==> config.mk <==
export PLATFORM = sky130hd
export DESIGN_NAME = arbiter_mux_flat
export DESIGN_NICKNAME = d
export VERILOG_FILES = /design/src/rtl/arbiter_mux_if.sv /design/src/rtl/arbiter_mux.sv /design/src/flat_wrapper.sv
export SDC_FILE = /design/constraint.sdc
export NUM_CORES = 1
export LEC_CHECK = 0
export CORE_ASPECT_RATIO = 1.75
export CORE_UTILIZATION = 45
export DETAILED_ROUTE_END_ITERATION = 16
export DONT_BUFFER_PORTS = 1
export HOLD_SLACK_MARGIN = 0.05
export PLACE_DENSITY = 0.63
export SLEW_MARGIN = 20
export SYNTH_ARGS = -nofsm -noshare
export SYNTH_HDL_FRONTEND = slang
export SYNTH_SLANG_ARGS = --single-unit
export TNS_END_PERCENT = 100
==> constraint.sdc <==
create_clock -name clk -period 14 [get_ports clk]
set_clock_uncertainty 0.2 [all_clocks]
set_input_delay 3.5 -clock clk [delete_from_list [all_inputs] [get_ports clk]]
set_output_delay 3.5 -clock clk [all_outputs]
set_load 0.01 [all_outputs]
==> src/rtl/arbiter_mux_if.sv <==
// +--------------------------------------------------------------------------+
// | arbiter_mux_if : actor-side, arbiter-side and output-stream signals      |
// |                  shared by arbiter_mux and whoever drives it.            |
// | Revision       : 1.0                                                     |
// +--------------------------------------------------------------------------+
`default_nettype none
`timescale 1ns/1ps

interface arbiter_mux_if #(
   parameter int NUM_PORTS  = 6,
   parameter int DATA_WIDTH = 32
);
   logic [NUM_PORTS*DATA_WIDTH-1:0] in_data;
   logic [0:NUM_PORTS-1]            in_valid;
   logic [0:NUM_PORTS-1]            in_last;
   logic [0:NUM_PORTS-1]            in_ready;
   logic [0:NUM_PORTS-1]            request;
   logic [0:NUM_PORTS-1]            grant;
   logic                            active;
   logic [DATA_WIDTH-1:0]           out_data;
   logic                            out_last;
   logic                            out_valid;
   logic                            out_ready;
   logic                            timeout;

   modport master (
      output in_data, in_valid, in_last, grant, active, out_ready,
      input  in_ready, request, out_data, out_last, out_valid, timeout
   );

   modport slave (
      input  in_data, in_valid, in_last, grant, active, out_ready,
      output in_ready, request, out_data, out_last, out_valid, timeout
   );
endinterface

`default_nettype wire

==> src/rtl/arbiter_mux.sv <==
// +--------------------------------------------------------------------------+
// | arbiter_mux : forwards whole packets from the arbiter's winning actor    |
// |               onto one stream through a 2-entry skid buffer.             |
// | Option      : ARBITER_MUX_TIMEOUT_EN adds a stall-release timeout.       |
// | Revision    : 1.0                                                        |
// +--------------------------------------------------------------------------+
`default_nettype none
`timescale 1ns/1ps

module arbiter_mux #(
   parameter int NUM_PORTS      = 6,
   parameter int DATA_WIDTH     = 32,
   parameter int TIMEOUT_CYCLES = 64
) (
   input  logic         clk,
   input  logic         rst,
   arbiter_mux_if.slave bus
);
   localparam int OW = (NUM_PORTS > 1) ? $clog2(NUM_PORTS) : 1;

   typedef enum logic [1:0] {
      S_IDLE    = 2'd0,
      S_BUSY    = 2'd1,
      S_RELEASE = 2'd2
   } state_t;

   if (TIMEOUT_CYCLES < 1 || TIMEOUT_CYCLES > 65535) begin : g_timeout_range
      $error("arbiter_mux: TIMEOUT_CYCLES must be 1..65535");
   end

   state_t                state_q, state_d;
   logic [OW-1:0]         owner_q, owner_d;
   logic [DATA_WIDTH:0]   mem_q [2];
   logic [DATA_WIDTH:0]   mem_d [2];
   logic                  rd_ptr_q, rd_ptr_d;
   logic                  wr_ptr_q, wr_ptr_d;
   logic [1:0]            count_q, count_d;
`ifdef ARBITER_MUX_TIMEOUT_EN
   logic [15:0]           tmo_cnt_q, tmo_cnt_d;
   logic                  timeout_q, timeout_d;
`endif

   logic [0:NUM_PORTS-1]  owner_oh;
   logic                  own_valid;
   logic                  own_last;
   logic [DATA_WIDTH-1:0] own_data;
   logic                  gnt_hit;
   logic [OW-1:0]         gnt_idx;
   logic                  push;
   logic                  pop;

   always_comb begin
      owner_oh  = '0;
      own_valid = 1'b0;
      own_last  = 1'b0;
      own_data  = '0;
      gnt_hit   = 1'b0;
      gnt_idx   = '0;
      for (int i = 0; i < NUM_PORTS; i++) begin
         if (owner_q == OW'(i)) begin
            owner_oh[i] = 1'b1;
            own_valid   = bus.in_valid[i];
            own_last    = bus.in_last[i];
            own_data    = bus.in_data[i*DATA_WIDTH +: DATA_WIDTH];
         end
         if (bus.grant[i] && bus.in_valid[i]) begin
            gnt_hit = bus.active;
            gnt_idx = OW'(i);
         end
      end
   end

   assign push = (state_q == S_BUSY) && own_valid && (count_q != 2'd2);
   assign pop  = (count_q != 2'd0) && bus.out_ready;

   // Request/ready are combinational so the arbiter sees them in the same cycle;
   // they are forced low while reset is asserted.
   always_comb begin
      bus.request  = '0;
      bus.in_ready = '0;
      if (!rst) begin
         case (state_q)
            S_IDLE:    bus.request = bus.in_valid;
            S_BUSY: begin
               bus.request  = bus.in_valid | owner_oh;
               bus.in_ready = (count_q != 2'd2) ? owner_oh : '0;
            end
            S_RELEASE: bus.request = bus.in_valid & ~owner_oh;
            default:   bus.request = '0;
         endcase
      end
   end

   always_comb begin
      state_d = state_q;
      owner_d = owner_q;
`ifdef ARBITER_MUX_TIMEOUT_EN
      tmo_cnt_d = tmo_cnt_q;
      timeout_d = 1'b0;
`endif
      case (state_q)
         S_IDLE: begin
            if (gnt_hit) begin
               owner_d = gnt_idx;
               state_d = S_BUSY;
`ifdef ARBITER_MUX_TIMEOUT_EN
               tmo_cnt_d = '0;
`endif
            end
         end
         S_BUSY: begin
            if (push && own_last) begin
               state_d = S_RELEASE;
            end
`ifdef ARBITER_MUX_TIMEOUT_EN
            else if (push) begin
               tmo_cnt_d = '0;
            end else if (!own_valid) begin
               tmo_cnt_d = tmo_cnt_q + 16'd1;
               if (tmo_cnt_q + 16'd1 == 16'(TIMEOUT_CYCLES)) begin
                  state_d   = S_RELEASE;
                  timeout_d = 1'b1;
               end
            end
`endif
         end
         S_RELEASE: state_d = S_IDLE;
         default:   state_d = S_IDLE;
      endcase
   end

   always_comb begin
      mem_d    = mem_q;
      wr_ptr_d = wr_ptr_q;
      rd_ptr_d = rd_ptr_q;
      count_d  = count_q;
      if (push) begin
         mem_d[wr_ptr_q] = {own_last, own_data};
         wr_ptr_d        = ~wr_ptr_q;
      end
      if (pop) begin
         rd_ptr_d = ~rd_ptr_q;
      end
      case ({push, pop})
         2'b10:   count_d = count_q + 2'd1;
         2'b01:   count_d = count_q - 2'd1;
         default: count_d = count_q;
      endcase
   end

   always_ff @(posedge clk or posedge rst) begin
      if (rst) begin
         state_q  <= S_IDLE;
         owner_q  <= '0;
         mem_q[0] <= '0;
         mem_q[1] <= '0;
         rd_ptr_q <= 1'b0;
         wr_ptr_q <= 1'b0;
         count_q  <= 2'd0;
`ifdef ARBITER_MUX_TIMEOUT_EN
         tmo_cnt_q <= '0;
         timeout_q <= 1'b0;
`endif
      end else begin
         state_q  <= state_d;
         owner_q  <= owner_d;
         mem_q    <= mem_d;
         rd_ptr_q <= rd_ptr_d;
         wr_ptr_q <= wr_ptr_d;
         count_q  <= count_d;
`ifdef ARBITER_MUX_TIMEOUT_EN
         tmo_cnt_q <= tmo_cnt_d;
         timeout_q <= timeout_d;
`endif
      end
   end

   assign bus.out_valid = (count_q != 2'd0);
   assign {bus.out_last, bus.out_data} = mem_q[rd_ptr_q];
`ifdef ARBITER_MUX_TIMEOUT_EN
   assign bus.timeout = timeout_q;
`else
   assign bus.timeout = 1'b0;
`endif

endmodule

`default_nettype wire

==> src/flat_wrapper.sv <==
// flat-port wrapper written by rule: the top's interface ports become plain ports
module arbiter_mux_flat 
#(
   parameter int NUM_PORTS      = 6,
   parameter int DATA_WIDTH     = 32,
   parameter int TIMEOUT_CYCLES = 64
)
  (clk, rst, bus_in_data, bus_in_valid, bus_in_last, bus_grant, bus_active, bus_out_ready, bus_in_ready, bus_request, bus_out_data, bus_out_last, bus_out_valid, bus_timeout);
  arbiter_mux_if #(.NUM_PORTS(NUM_PORTS), .DATA_WIDTH(DATA_WIDTH)) bus_i ();
  input  logic clk;
  input  logic rst;
  input wire logic [$bits(bus_i.in_data)-1:0] bus_in_data;
  input wire logic [$bits(bus_i.in_valid)-1:0] bus_in_valid;
  input wire logic [$bits(bus_i.in_last)-1:0] bus_in_last;
  input wire logic [$bits(bus_i.grant)-1:0] bus_grant;
  input wire logic [$bits(bus_i.active)-1:0] bus_active;
  input wire logic [$bits(bus_i.out_ready)-1:0] bus_out_ready;
  output wire logic [$bits(bus_i.in_ready)-1:0] bus_in_ready;
  output wire logic [$bits(bus_i.request)-1:0] bus_request;
  output wire logic [$bits(bus_i.out_data)-1:0] bus_out_data;
  output wire logic [$bits(bus_i.out_last)-1:0] bus_out_last;
  output wire logic [$bits(bus_i.out_valid)-1:0] bus_out_valid;
  output wire logic [$bits(bus_i.timeout)-1:0] bus_timeout;
  assign bus_i.in_data = bus_in_data;
  assign bus_i.in_valid = bus_in_valid;
  assign bus_i.in_last = bus_in_last;
  assign bus_i.grant = bus_grant;
  assign bus_i.active = bus_active;
  assign bus_i.out_ready = bus_out_ready;
  assign bus_in_ready = bus_i.in_ready;
  assign bus_request = bus_i.request;
  assign bus_out_data = bus_i.out_data;
  assign bus_out_last = bus_i.out_last;
  assign bus_out_valid = bus_i.out_valid;
  assign bus_timeout = bus_i.timeout;
  arbiter_mux #(.NUM_PORTS(NUM_PORTS), .DATA_WIDTH(DATA_WIDTH), .TIMEOUT_CYCLES(TIMEOUT_CYCLES)) u_core (.clk(clk), .rst(rst), .bus(bus_i));
endmodule
Word-level counts from Yosys, hierarchy flattened
Cells that the tools add are included.

word-level totals
  flip-flop bits (word level) = 75
  bits of input ports = 214
  output and inout port bits = 47
  logic and storage cells = 98

operators by class
  add/sub/neg operators = 2
  order comparisons = 3
  equality and inequality tests = 12
  muxes and demuxes = 50
  bitwise logic cells = 7
  reduce and logical (&&, ||, !) cells = 17

operators with widths
  kind                                                 count
  2-to-1 mux 32 bit                                    6
  2-to-1 mux 33 bit                                    4
  bitwise mux 66 bit                                   1
  demux 33 bit (select 1 bit)                          1
  2-to-1 mux 1 bit                                     25
  2-to-1 mux 6 bit                                     4
  case mux 6 bit (3 select lines)                      1
  logical AND 1 bit                                    11
  2-to-1 mux 2 bit                                     4
  case mux 2 bit (2 select lines)                      2
  bitwise AND 6 bit                                    1
  equality test 3 x 2 -> 1 bit, second input constant  2
  equality test 3 bit, second input constant           2
  2-to-1 mux 3 bit                                     2
  inverter 6 bit                                       1
  bitwise OR 6 bit                                     1
  equality test 2 x 1 -> 1 bit, second input constant  2
  equality test 2 bit, second input constant           2
  >= comparator 2 bit, second input constant           2
  != test 2 bit, second input constant                 2
  inverter 1 -> 2 bit                                  2
  AND reduction 2 bit                                  2
  nonzero test 2 bit                                   2
  equality test 3 x 1 -> 1 bit, second input constant  1
  7 further kinds                                      8

Logic depth before layout (Yosys ltp)
  depth in word-level cells = 12
  mapped depth = 8

Worst setup path before layout
OpenSTA, ideal clock, no wires.

  path type = in2out
  from = input rst
  to = output bus_in_ready[4]
  data arrival time = 5.892 ns
  data required time = 10.300 ns
  setup slack = 4.408 ns
  stages = 3
  cells stage by stage = inv_1 -> nand3_1 -> nor3_1

between the ends
  word-level cells in the longest chain between the ends = 1

ends and longest elaborated chain
  item                RTL line            RTL
  start: declaration  flat_wrapper.sv:11  input logic rst;
  2-to-1 mux 6 bit    arbiter_mux.sv:81   if (!rst) begin
  end: declaration    flat_wrapper.sv:18  output wire logic [$bits(bus_i.in_ready)-1:0] bus_in_ready;

No other way between the ends.

Final worst setup path
Same ends and word-level chain as after synthesis.

==> results by group <==
Timing
  – Hold slack: 298 ps
  – Transition time of the tightest slew-check pin: 1100 ps
  – Final number of max-transition violations: 0
  – Setup TNS after final layout: 0 ps
  – Final period demand of the worst path: 8680 ps
  – Final worst path period share: 62.0%
  – Total of endpoints with negative setup slack in the final report: 0
  – Slew Limit Headroom: 26.6%
  – Final Hold Vio Count: 0
  – Max frequency: 115 MHz
  – Setup repair after global routing missed its margin: no

Clock network
  – CTS Root Cell: sky130_fd_sc_hd__clkbuf_16
  – Later-pin clock latency in the skew report: 330 ps
  – Number of H-tree branching levels: 3
  – Cts bufs inserted: 9
  – CTS tree: built
  – Post CTS Setup Buffer Count: 0
  – Clk buf depth: 2
  – Post-CTS sizing: 0
  – Num Clock Sinks: 75
  – Clock-pin slew on the worst setup and hold paths: 50 ps
  – Cts-stage hold buffer count: 0

GRT
  – Most congested layer reported by global routing: met2
  – Wire length of the first global-routing pass: between 20000 and 25000 um
  – Antenna violations before repair: 0
  – Global route overflow: 0
  – Via count of the first global-routing pass: slightly below 4000
  – Global-route met1 utilization: 27.6%
  – GRT met2 Usage: 40.1%
  – Largest net degree at the start of global routing: between 80 and 90
  – Met3 routing resource usage after global routing: 4.11%
  – GRT Total Usage: between 20% and 30%

Yosys
  – Net Count, Synth: 691
  – Most used flip-flop cell after synthesis: sky130_fd_sc_hd__dfrtp_1
  – Number of synthesized register bits: 75
  – Yosys warns: 0
  – Most frequent cell after synthesis: sky130_fd_sc_hd__mux2_2
  – Sequential fraction of the synthesis area: a little over a third
  – Top-area cell type share of the netlist area: 36.2%
  – Distinct cell type count after synthesis: 43
  – Cell count after synthesis: 477
  – Dominant cell type by area after synthesis: sky130_fd_sc_hd__dfrtp_1
  – Most area-consuming cells after synthesis: sky130_fd_sc_hd__dfrtp_1 (36%), sky130_fd_sc_hd__mux2_2 (25%), sky130_fd_sc_hd__mux2_4 (8.1%)
  – Most frequent cells after synthesis: sky130_fd_sc_hd__mux2_2 (114), sky130_fd_sc_hd__dfrtp_1 (75), sky130_fd_sc_hd__nor2_1 (37)
  – Number of flops mapped to enable cells by yosys: 0
  – Cell Area, Synth: 5190 um^2
  – FFs w/ async S/R, synth: 100%
  – Average footprint of a synthesized cell: 10.9 um^2

Floorplan
  – Cell Rows: around 50
  – Overall die height: 144 um
  – Area inside the core boundary: 11200 um^2
  – Die ar.: between 10000 and 15000 um^2
  – Effective utilization at floorplan: 46.5%
  – I/O pin count: 261
  – Width of the die: 83.2 um

Layout
  – Fraction of final layout cells with drive strength greater than 1: 37.7%
  – Final-layout fill cell count: 1018
  – Count of nets after finishing: 668
  – Area growth syn-to-layout: 6.05%
  – Final design area excluding fillers: 5510 um^2
  – Final antenna diode count: 0

Min path
  – Hold_sp: u_core.mem_q[47]
  – Hold Crit Class: register to register

Setup path
  – R2r startpoint: u_core.owner_q[1]
  – Arrival time reported for the critical path endpoint: 4980 ps
  – Max Fanout on Critical Path: 76
  – Critical path start-end classification: primary input to output port
  – Setup crit start kind: primary input
  – Critical path startpoint: rst
  – Worst Setup End Kind: output port
  – Setup slack of the most critical reg-to-reg path: 10370 ps
  – Required time reported for the critical path endpoint: ~10000 ps

Route
  – Antenna viol nets, final: 0
  – Number of iterations in the first detailed-routing pass: 5
  – Post-Route WL: 14300 um
  – Detail-routed via count per cell: 6.48
  – Starting DRC count in detailed routing: 199
  – DRC viols: 0
  – Average routed wire per standard cell: 24.2 um
  – Via count: 3829

Power and ir drop
  – Power, Total: 1.47 mW
  – Cell area power density: 267 nW/um^2
  – Maximum vdd drop: 154 uV
  – Leakage dissipation: 2.30 nW

Flow run
  – Max_cap viols: 0

Place
  – Port-buffer cells: 0
  – Final estimated routing congestion in global placement: 0.824
  – Placed cell areas: 5220 um^2
  – Post-DP HPWL: 10100 um

Run status
  – Outcome: completed
[registers in the layout (all words and copies together) (netlist names)]
register and flops:
u_core.mem_q 66, u_core.owner_q 3, u_core.count_q 2, u_core.state_q 2, u_core.rd_ptr_q 1, u_core.wr_ptr_q 1
[layer usage]
| layer | share of wire (%) | vias up | wire length (um) |
|---|---|---|---|
| met4 | 1.3 | 0 | 182 |
| met5 | 0 | - | 0 |
| li1 | - | 1741 | - |
| met2 | 53 | 176 | 7570 |
| met1 | 41 | 1898 | 5790 |
| met3 | 5.2 | 14 | 748 |
[where the power goes]
group	switching, mW	internal, mW
registers	0.125	0.326
logic	0.388	0.418
clock network	0.0888	0.124
total	0.602	0.869
[critical path, stage by stage]
cell,delay [ps]
sky130_fd_sc_hd__clkinv_2,20
sky130_fd_sc_hd__buf_4,710
sky130_fd_sc_hd__nand3_1,360
sky130_fd_sc_hd__nor3_1,380
[per-stage QoR]
stage,cells,worst slack [ps],utilization [%]
after floorplan,477,4410,-
after global placement,575,5290,46.8
after detailed placement,575,5200,46.8
after CTS,591,5200,49.3
after global routing,591,4990,49.3
final,591,5320,49.3
[cell usage in the layout, fill, tap and decap left out, types with 6 or more instances in the layout]
cell and instances:
sky130_fd_sc_hd__mux2_2 114, sky130_fd_sc_hd__dfrtp_1 73, sky130_fd_sc_hd__mux2i_1 23, sky130_fd_sc_hd__a221o_1 18, sky130_fd_sc_hd__nor2_1 34, sky130_fd_sc_hd__a21oi_1 20
sky130_fd_sc_hd__a222oi_1 13, sky130_fd_sc_hd__nand2b_1 6, sky130_fd_sc_hd__clkbuf_16 9, sky130_fd_sc_hd__nand2_1 30, sky130_fd_sc_hd__mux2_4 28, sky130_fd_sc_hd__o21ai_0 23
[logic make-up (layout without fill, tap and decap cells)]
| group | count (synthesis) | after routing | synth area share (%) |
|---|---|---|---|
| DFF | 75 | 75 | 36.2 |
| other | 1 | 1 | 0.0722 |
| AOI/OAI and AO/OA | 97 | 97 | 13.7 |
| muxes | 165 | 165 | 37.3 |
| xor gates and xnor gates | 3 | 3 | 0.506 |
| and+or+nand+nor | 93 | 93 | 8.15 |
| buffers and inverters | 43 | 25 | 4.12 |
[worst paths after layout]
path | cells after the start | end
worst max-delay path | 4 | bus_in_ready[4]
worst min-delay path | 1 | u_core.mem_q[47]
worst max register to register | 6 | u_core.mem_q[17]
worst min register to register | 1 | u_core.mem_q[47]
max in group asynchronous | 2 | u_core.owner_q[1]
min in group asynchronous | 2 | u_core.mem_q[51]
[final cells by class]
| type | count | area, um^2 | area share (%) |
|---|---|---|---|
| multi-input combinational | 359 | 3120 | 56.8 |
| tap | 132 | 165 | 3.00 |
| clock inverter | 6 | 41.3 | 0.750 |
| sequential | 75 | 1880 | 34.2 |
| timing repair buffer | 5 | 37.5 | 0.682 |
| inverter | 4 | 16.3 | 0.295 |
| clock buffer | 10 | 239 | 4.34 |
Note: power is estimated with default switching activity, not from simulation.
